File: src/rtl/fetch_queue_unit.sv
// Instruction-fetch stage: owns the fetch PC, buffers cache hit words with their
// PCs in a small FIFO for decode, and defers redirects that land during a line fill.
module fetch_queue_unit #(
  parameter int unsigned          WORD_SIZE   = 16,
  parameter int unsigned          QUEUE_DEPTH = 2,
  parameter logic [WORD_SIZE-1:0] RESET_PC    = '0
) (
  input  logic                 clk,
  input  logic                 reset,
  output logic [WORD_SIZE-1:0] IF_PC,
  input  logic                 i_cache_hit,
  input  logic [WORD_SIZE-1:0] i_cache_result,
  input  logic                 redirect,
  input  logic [WORD_SIZE-1:0] redirect_pc,
  input  logic                 id_stall,
  output logic                 inst_valid,
  output logic [WORD_SIZE-1:0] inst,
  output logic [WORD_SIZE-1:0] inst_pc,
  output logic                 queue_full,
  output logic [WORD_SIZE-1:0] fetch_cnt,
  output logic [WORD_SIZE-1:0] miss_stall_cnt
);

  localparam int unsigned PTR_W = (QUEUE_DEPTH > 1) ? $clog2(QUEUE_DEPTH) : 1;
  localparam int unsigned CNT_W = $clog2(QUEUE_DEPTH + 1);

  typedef enum logic {
    ST_RUN,
    ST_WAIT_FILL
  } state_e;

  state_e               state_q, state_d;
  logic [WORD_SIZE-1:0] pc_q, pc_d;
  logic [WORD_SIZE-1:0] pend_q, pend_d;
  logic [WORD_SIZE-1:0] word_q [QUEUE_DEPTH];
  logic [WORD_SIZE-1:0] word_d [QUEUE_DEPTH];
  logic [WORD_SIZE-1:0] wpc_q  [QUEUE_DEPTH];
  logic [WORD_SIZE-1:0] wpc_d  [QUEUE_DEPTH];
  logic [PTR_W-1:0]     rd_ptr_q, rd_ptr_d;
  logic [PTR_W-1:0]     wr_ptr_q, wr_ptr_d;
  logic [CNT_W-1:0]     count_q, count_d;
  logic [WORD_SIZE-1:0] fetch_cnt_q, fetch_cnt_d;
  logic [WORD_SIZE-1:0] miss_cnt_q, miss_cnt_d;

  logic push;
  logic pop;
  logic flush;

  // Fetch control, FIFO bookkeeping and counters.
  always_comb begin
    state_d     = state_q;
    pc_d        = pc_q;
    pend_d      = pend_q;
    word_d      = word_q;
    wpc_d       = wpc_q;
    rd_ptr_d    = rd_ptr_q;
    wr_ptr_d    = wr_ptr_q;
    count_d     = count_q;
    fetch_cnt_d = fetch_cnt_q;
    miss_cnt_d  = miss_cnt_q;
    push        = 1'b0;
    flush       = 1'b0;
    pop         = (count_q != '0) && !id_stall;

    case (state_q)
      ST_RUN: begin
        if (redirect) begin
          flush = 1'b1;
          if (i_cache_hit) begin
            pc_d = redirect_pc;
          end else begin
            // Line fill in flight: keep the address stable until it lands.
            pend_d  = redirect_pc;
            state_d = ST_WAIT_FILL;
          end
        end else if (i_cache_hit && ((count_q < CNT_W'(QUEUE_DEPTH)) || pop)) begin
          push = 1'b1;
          pc_d = pc_q + WORD_SIZE'(1);
        end
      end
      ST_WAIT_FILL: begin
        if (i_cache_hit) begin
          pc_d    = redirect ? redirect_pc : pend_q;
          state_d = ST_RUN;
        end else if (redirect) begin
          pend_d = redirect_pc;
        end
      end
      default: state_d = ST_RUN;
    endcase

    if (flush) begin
      rd_ptr_d = '0;
      wr_ptr_d = '0;
      count_d  = '0;
    end else begin
      if (push) begin
        word_d[wr_ptr_q] = i_cache_result;
        wpc_d[wr_ptr_q]  = pc_q;
        wr_ptr_d         = wr_ptr_q + PTR_W'(1);
      end
      if (pop) begin
        rd_ptr_d = rd_ptr_q + PTR_W'(1);
      end
      case ({push, pop})
        2'b10:   count_d = count_q + CNT_W'(1);
        2'b01:   count_d = count_q - CNT_W'(1);
        default: count_d = count_q;
      endcase
    end

    fetch_cnt_d = fetch_cnt_q + WORD_SIZE'(push);
    miss_cnt_d  = miss_cnt_q + WORD_SIZE'(!i_cache_hit);
  end

  always_ff @(posedge clk or posedge reset) begin
    if (reset) begin
      state_q     <= ST_RUN;
      pc_q        <= RESET_PC;
      pend_q      <= '0;
      rd_ptr_q    <= '0;
      wr_ptr_q    <= '0;
      count_q     <= '0;
      fetch_cnt_q <= '0;
      miss_cnt_q  <= '0;
      for (int i = 0; i < QUEUE_DEPTH; i++) begin
        word_q[i] <= '0;
        wpc_q[i]  <= '0;
      end
    end else begin
      state_q     <= state_d;
      pc_q        <= pc_d;
      pend_q      <= pend_d;
      rd_ptr_q    <= rd_ptr_d;
      wr_ptr_q    <= wr_ptr_d;
      count_q     <= count_d;
      fetch_cnt_q <= fetch_cnt_d;
      miss_cnt_q  <= miss_cnt_d;
      word_q      <= word_d;
      wpc_q       <= wpc_d;
    end
  end

  // Head of queue is presented combinationally; zero when empty.
  assign IF_PC          = pc_q;
  assign inst_valid     = (count_q != '0);
  assign inst           = inst_valid ? word_q[rd_ptr_q] : '0;
  assign inst_pc        = inst_valid ? wpc_q[rd_ptr_q] : '0;
  assign queue_full     = (count_q == CNT_W'(QUEUE_DEPTH));
  assign fetch_cnt      = fetch_cnt_q;
  assign miss_stall_cnt = miss_cnt_q;

endmodule
File: config.mk
export PLATFORM = sky130hd
export DESIGN_NAME = fetch_queue_unit
export DESIGN_NICKNAME = d
export VERILOG_FILES = /design/src/rtl/fetch_queue_unit.sv
export SDC_FILE = /design/constraint.sdc
export NUM_CORES = 1
export LEC_CHECK = 0
export ABC_AREA = 1
export CAP_MARGIN = 40
export CORE_MARGIN = 2
export CORE_UTILIZATION = 50
export DETAILED_ROUTE_END_ITERATION = 6
export GPL_ROUTABILITY_DRIVEN = 0
export PLACE_DENSITY = 0.77
export SYNTH_ARGS = -nofsm -noshare
export SYNTH_HDL_FRONTEND = slang
export SYNTH_SLANG_ARGS = --single-unit
File: constraint.sdc
create_clock -name clk -period 5.79 [get_ports clk]
set_clock_uncertainty 0.1 [all_clocks]
set_input_delay 1.158 -clock clk [delete_from_list [all_inputs] [get_ports clk]]
set_output_delay 1.158 -clock clk [all_outputs]
set_load 0.1 [all_outputs]
==> impl_metrics.yaml <==
routing:
  routed_via_density: 5.266
  route.vias.total: 6072
  drt_wl_total_um: 17530
  drc: 0
  detail-route-antenna-nets: 0
  drt_pass1_iterations: 5
  first_iter_violations: 553
  wl_per_cell_um: 15.21
finish:
  drive_gt1_share_pct: 15.39
  diodes: 0
  postLayoutCoreUtil_pct: 76.65
  finalNonFillerCells: 1153
  nNetsFinal: 1012
  syn_to_final_growth_pct: 49.79
die:
  initial_core_util_pct: 51.17
  coreArea_um2: 12570
  fp.dieW_um: 117.4
  die_h_um: 117.4
  io_pins: 119
  dieArea_um2: 13790
  row_count: 41
synth:
  synthCells: 778
  synth_top_area_cell: "dfrtp_1"
  synth_async_sr_flop_share_pct: 100.0
  yosys_register_bits: 133
  netlist_top_cells_count: "207 x nand2_1, 133 x dfrtp_1, 72 x inv_1"
  avgSynthCellArea_um2: 8.266
  synth_nets: 820
  ys_top_cells_by_area: "dfrtp_1 52%, nand2_1 12%, a21oi_1 4.6%"
  ys.flop_type: "dfrtp_1"
  ys_warn_count: 0
  synth_enable_flop_cells: 0
  synth.distinct_cells: 34
  seq_area_frac_synth_pct: 51.75
  yosysMostFrequentCell: "nand2_1"
  synth_top_area_share_pct: 51.75
  syn-cell-area_um2: 6431
timing:
  setup_viol: 0
  min_period_ns: 3.773
  relSlewSlack_pct: 45.19
  finalCritPeriodShare_pct: 65.16
  rsz0062_at_grt: "no"
  finalHoldViolations: 0
  drv_slew: 0
  worst_slew_pin_slew_ns: 0.8221
  fin_tns_setup_ns: 0
  fmax_mhz: 265.1
pwr:
  intPower_uw: 2866
  combPwrFrac_pct: 53.2
  irDropWorstVdd_mv: 0.4761
  p_switching_uw: 2410
  power.density_nw_per_um2: 547.7
  netSwitchingFraction_pct: 45.68
  clockPowerShare_pct: 19.3
  power.leakage_uw: 0.004426
  seqPwrFrac_pct: 27.5
clock_tree:
  postCtsSetupBuffers: 0
  clkLatencyLatePin_ns: 0.42
  post_cts_resized: 0
  cts_max_path_buffers: 2
  root_buffer: "clkbuf_16"
  path_clk_slew_ns: 0.06
  cts_buffers: 17
  cts_htree_levels: 4
  numClockSinks: 133
  ctsHoldBuffers: 0
  cts_tree: "done"
setup_path:
  reg2reg_depth: 10
  critical_path_class: "reg2out"
  startpoint_type: "flop"
  critPathMaxFanout: 18
  max_stage_delay_ns: 0.53
  end_kind: "output pin"
  r2r_start: "state_q"
  arrival_ns: 2.51
  slowest_stage: "clkdlybuf4s50_1"
  crit_chain: "clkinv_1 > buf_4 > nand2_1 > a21oi_1 > clkdlybuf4s50_1 > buf_16"
  required_ns: 4.53
  crit_path_start: "rd_ptr_q"
run:
  maxCapViolCount: 0
global_route:
  grt_pass1_vias: 5950
  grt.overflow.total: 0
  grt_max_degree: 68
  grt_usage_pct: 26.34
  grt_first_pass_wirelength_um: 29430
  antenna_found_initial: 0
min_path:
  hold_class: "reg2reg"
  hold_path_depth: 2
  min-delay-start: "wpc_q[28]"
placed_design:
  dp.final_hpwl_um: 12360
  dp_cells: 1123
  io_buffers: 118
status:
  status: "completed"
[cell usage in the layout, fill, tap and decap left out, types with 5 or more instances in the layout]
master	instances
buf_4	7
nand2_1	207
nand4_1	8
clkbuf_1	6
nand3_1	25
o21ai_0	59
xnor2_1	12
clkbuf_16	17
inv_1	71
dfrtp_1	133
o21ai_1	9
ha_1	5
buf_16	10
o22ai_1	13
buf_8	72
clkdlybuf4s50_1	118
nor2_1	66
xor2_1	15
nor3_1	9
a21oi_1	59
o211ai_1	5
o21ai_2	23
[sequential cells by signal (all words and copies together), names as in the netlist, 2 cells and up]
register,flops
wpc_q,32
count_q,2
pend_q,16
IF_PC,16
fetch_cnt,16
word_q,32
miss_stall_cnt,16
[logic make-up after synthesis]
group / synth area share, %
AND/OR/NAND/NOR: 20.68
AO/OA/AOI/OAI: 15.76
flip-flops: 51.75
buffers and inverters: 7.160
XOR/XNOR: 3.677
adder cells (fa/ha/maj): 0.9728
[critical path, delay by kind of cell (launching register included)]
kind	cells	cell delay, ns
AO/OA/AOI/OAI	1	0.06
buffers and inverters	4	1.58
flip-flops	1	0.35
AND/OR/NAND/NOR	1	0.09
[worst paths after layout]
kind                       slack (ns)            to
setup reg to reg                 3.24  fetch_cnt[8]
setup / recovery                 2.02    inst_pc[0]
max in group asynchronous        3.34    count_q[0]
min in group asynchronous        1.20    word_q[28]
hold / removal                   0.38     wpc_q[28]
hold reg to reg                  0.38     wpc_q[28]
[layer usage]
| layer | share of wire, % | wire (um) | vias up | track usage, % |
|---|---|---|---|---|
| met5 | 0 | 0 | - | 0 |
| met4 | 1.8 | 308 | 0 | 8.208 |
| met3 | 5.6 | 986 | 36 | 5.545 |
| met2 | 50 | 8768 | 221 | 44.33 |
| met1 | 43 | 7470 | 2908 | 34.29 |
| li1 | - | - | 2907 | - |
[power by group through the flow]
| stage | logic [uW] | clock network, uW | registers (uW) |
|---|---|---|---|
| 2_1_floorplan | 1240 | 0 | 1880 |
| 3_3_place_gp | 2180 | 0 | 1440 |
| 3_5_place_dp | 2810 | 0 | 1450 |
| 4_1_cts | 2820 | 1030 | 1440 |
| 5_1_grt | 2950 | 1080 | 1490 |
| 6_report | 2810 | 1020 | 1450 |
[per-stage QoR]
| step | hold slack (ns) | power (uW) | setup slack, ns | instance area (um2) |
|---|---|---|---|---|
| 2_1_floorplan | 0.3529 | 3120 | 0.9776 | 6431 |
| 3_3_place_gp | 0.3642 | 3620 | 1.851 | 7706 |
| 3_5_place_dp | 0.3696 | 4261 | 1.663 | 9082 |
| 4_1_cts | 0.3826 | 5295 | 1.972 | 9633 |
| 5_1_grt | 0.3962 | 5511 | 1.847 | 9633 |
| 6_report | 0.3807 | 5276 | 2.017 | 9633 |
[area by class of cell]
type	instances	area (um2)
clock buffers	25	475.5
clock inverters	5	75.07
fillers	847	2935
inverters	75	284.0
multi-input cells	535	2645
flip-flops and latches	133	3328
well taps	172	215.2
repair buffers	208	2610
Note: power is estimated with default switching activity, not from simulation.
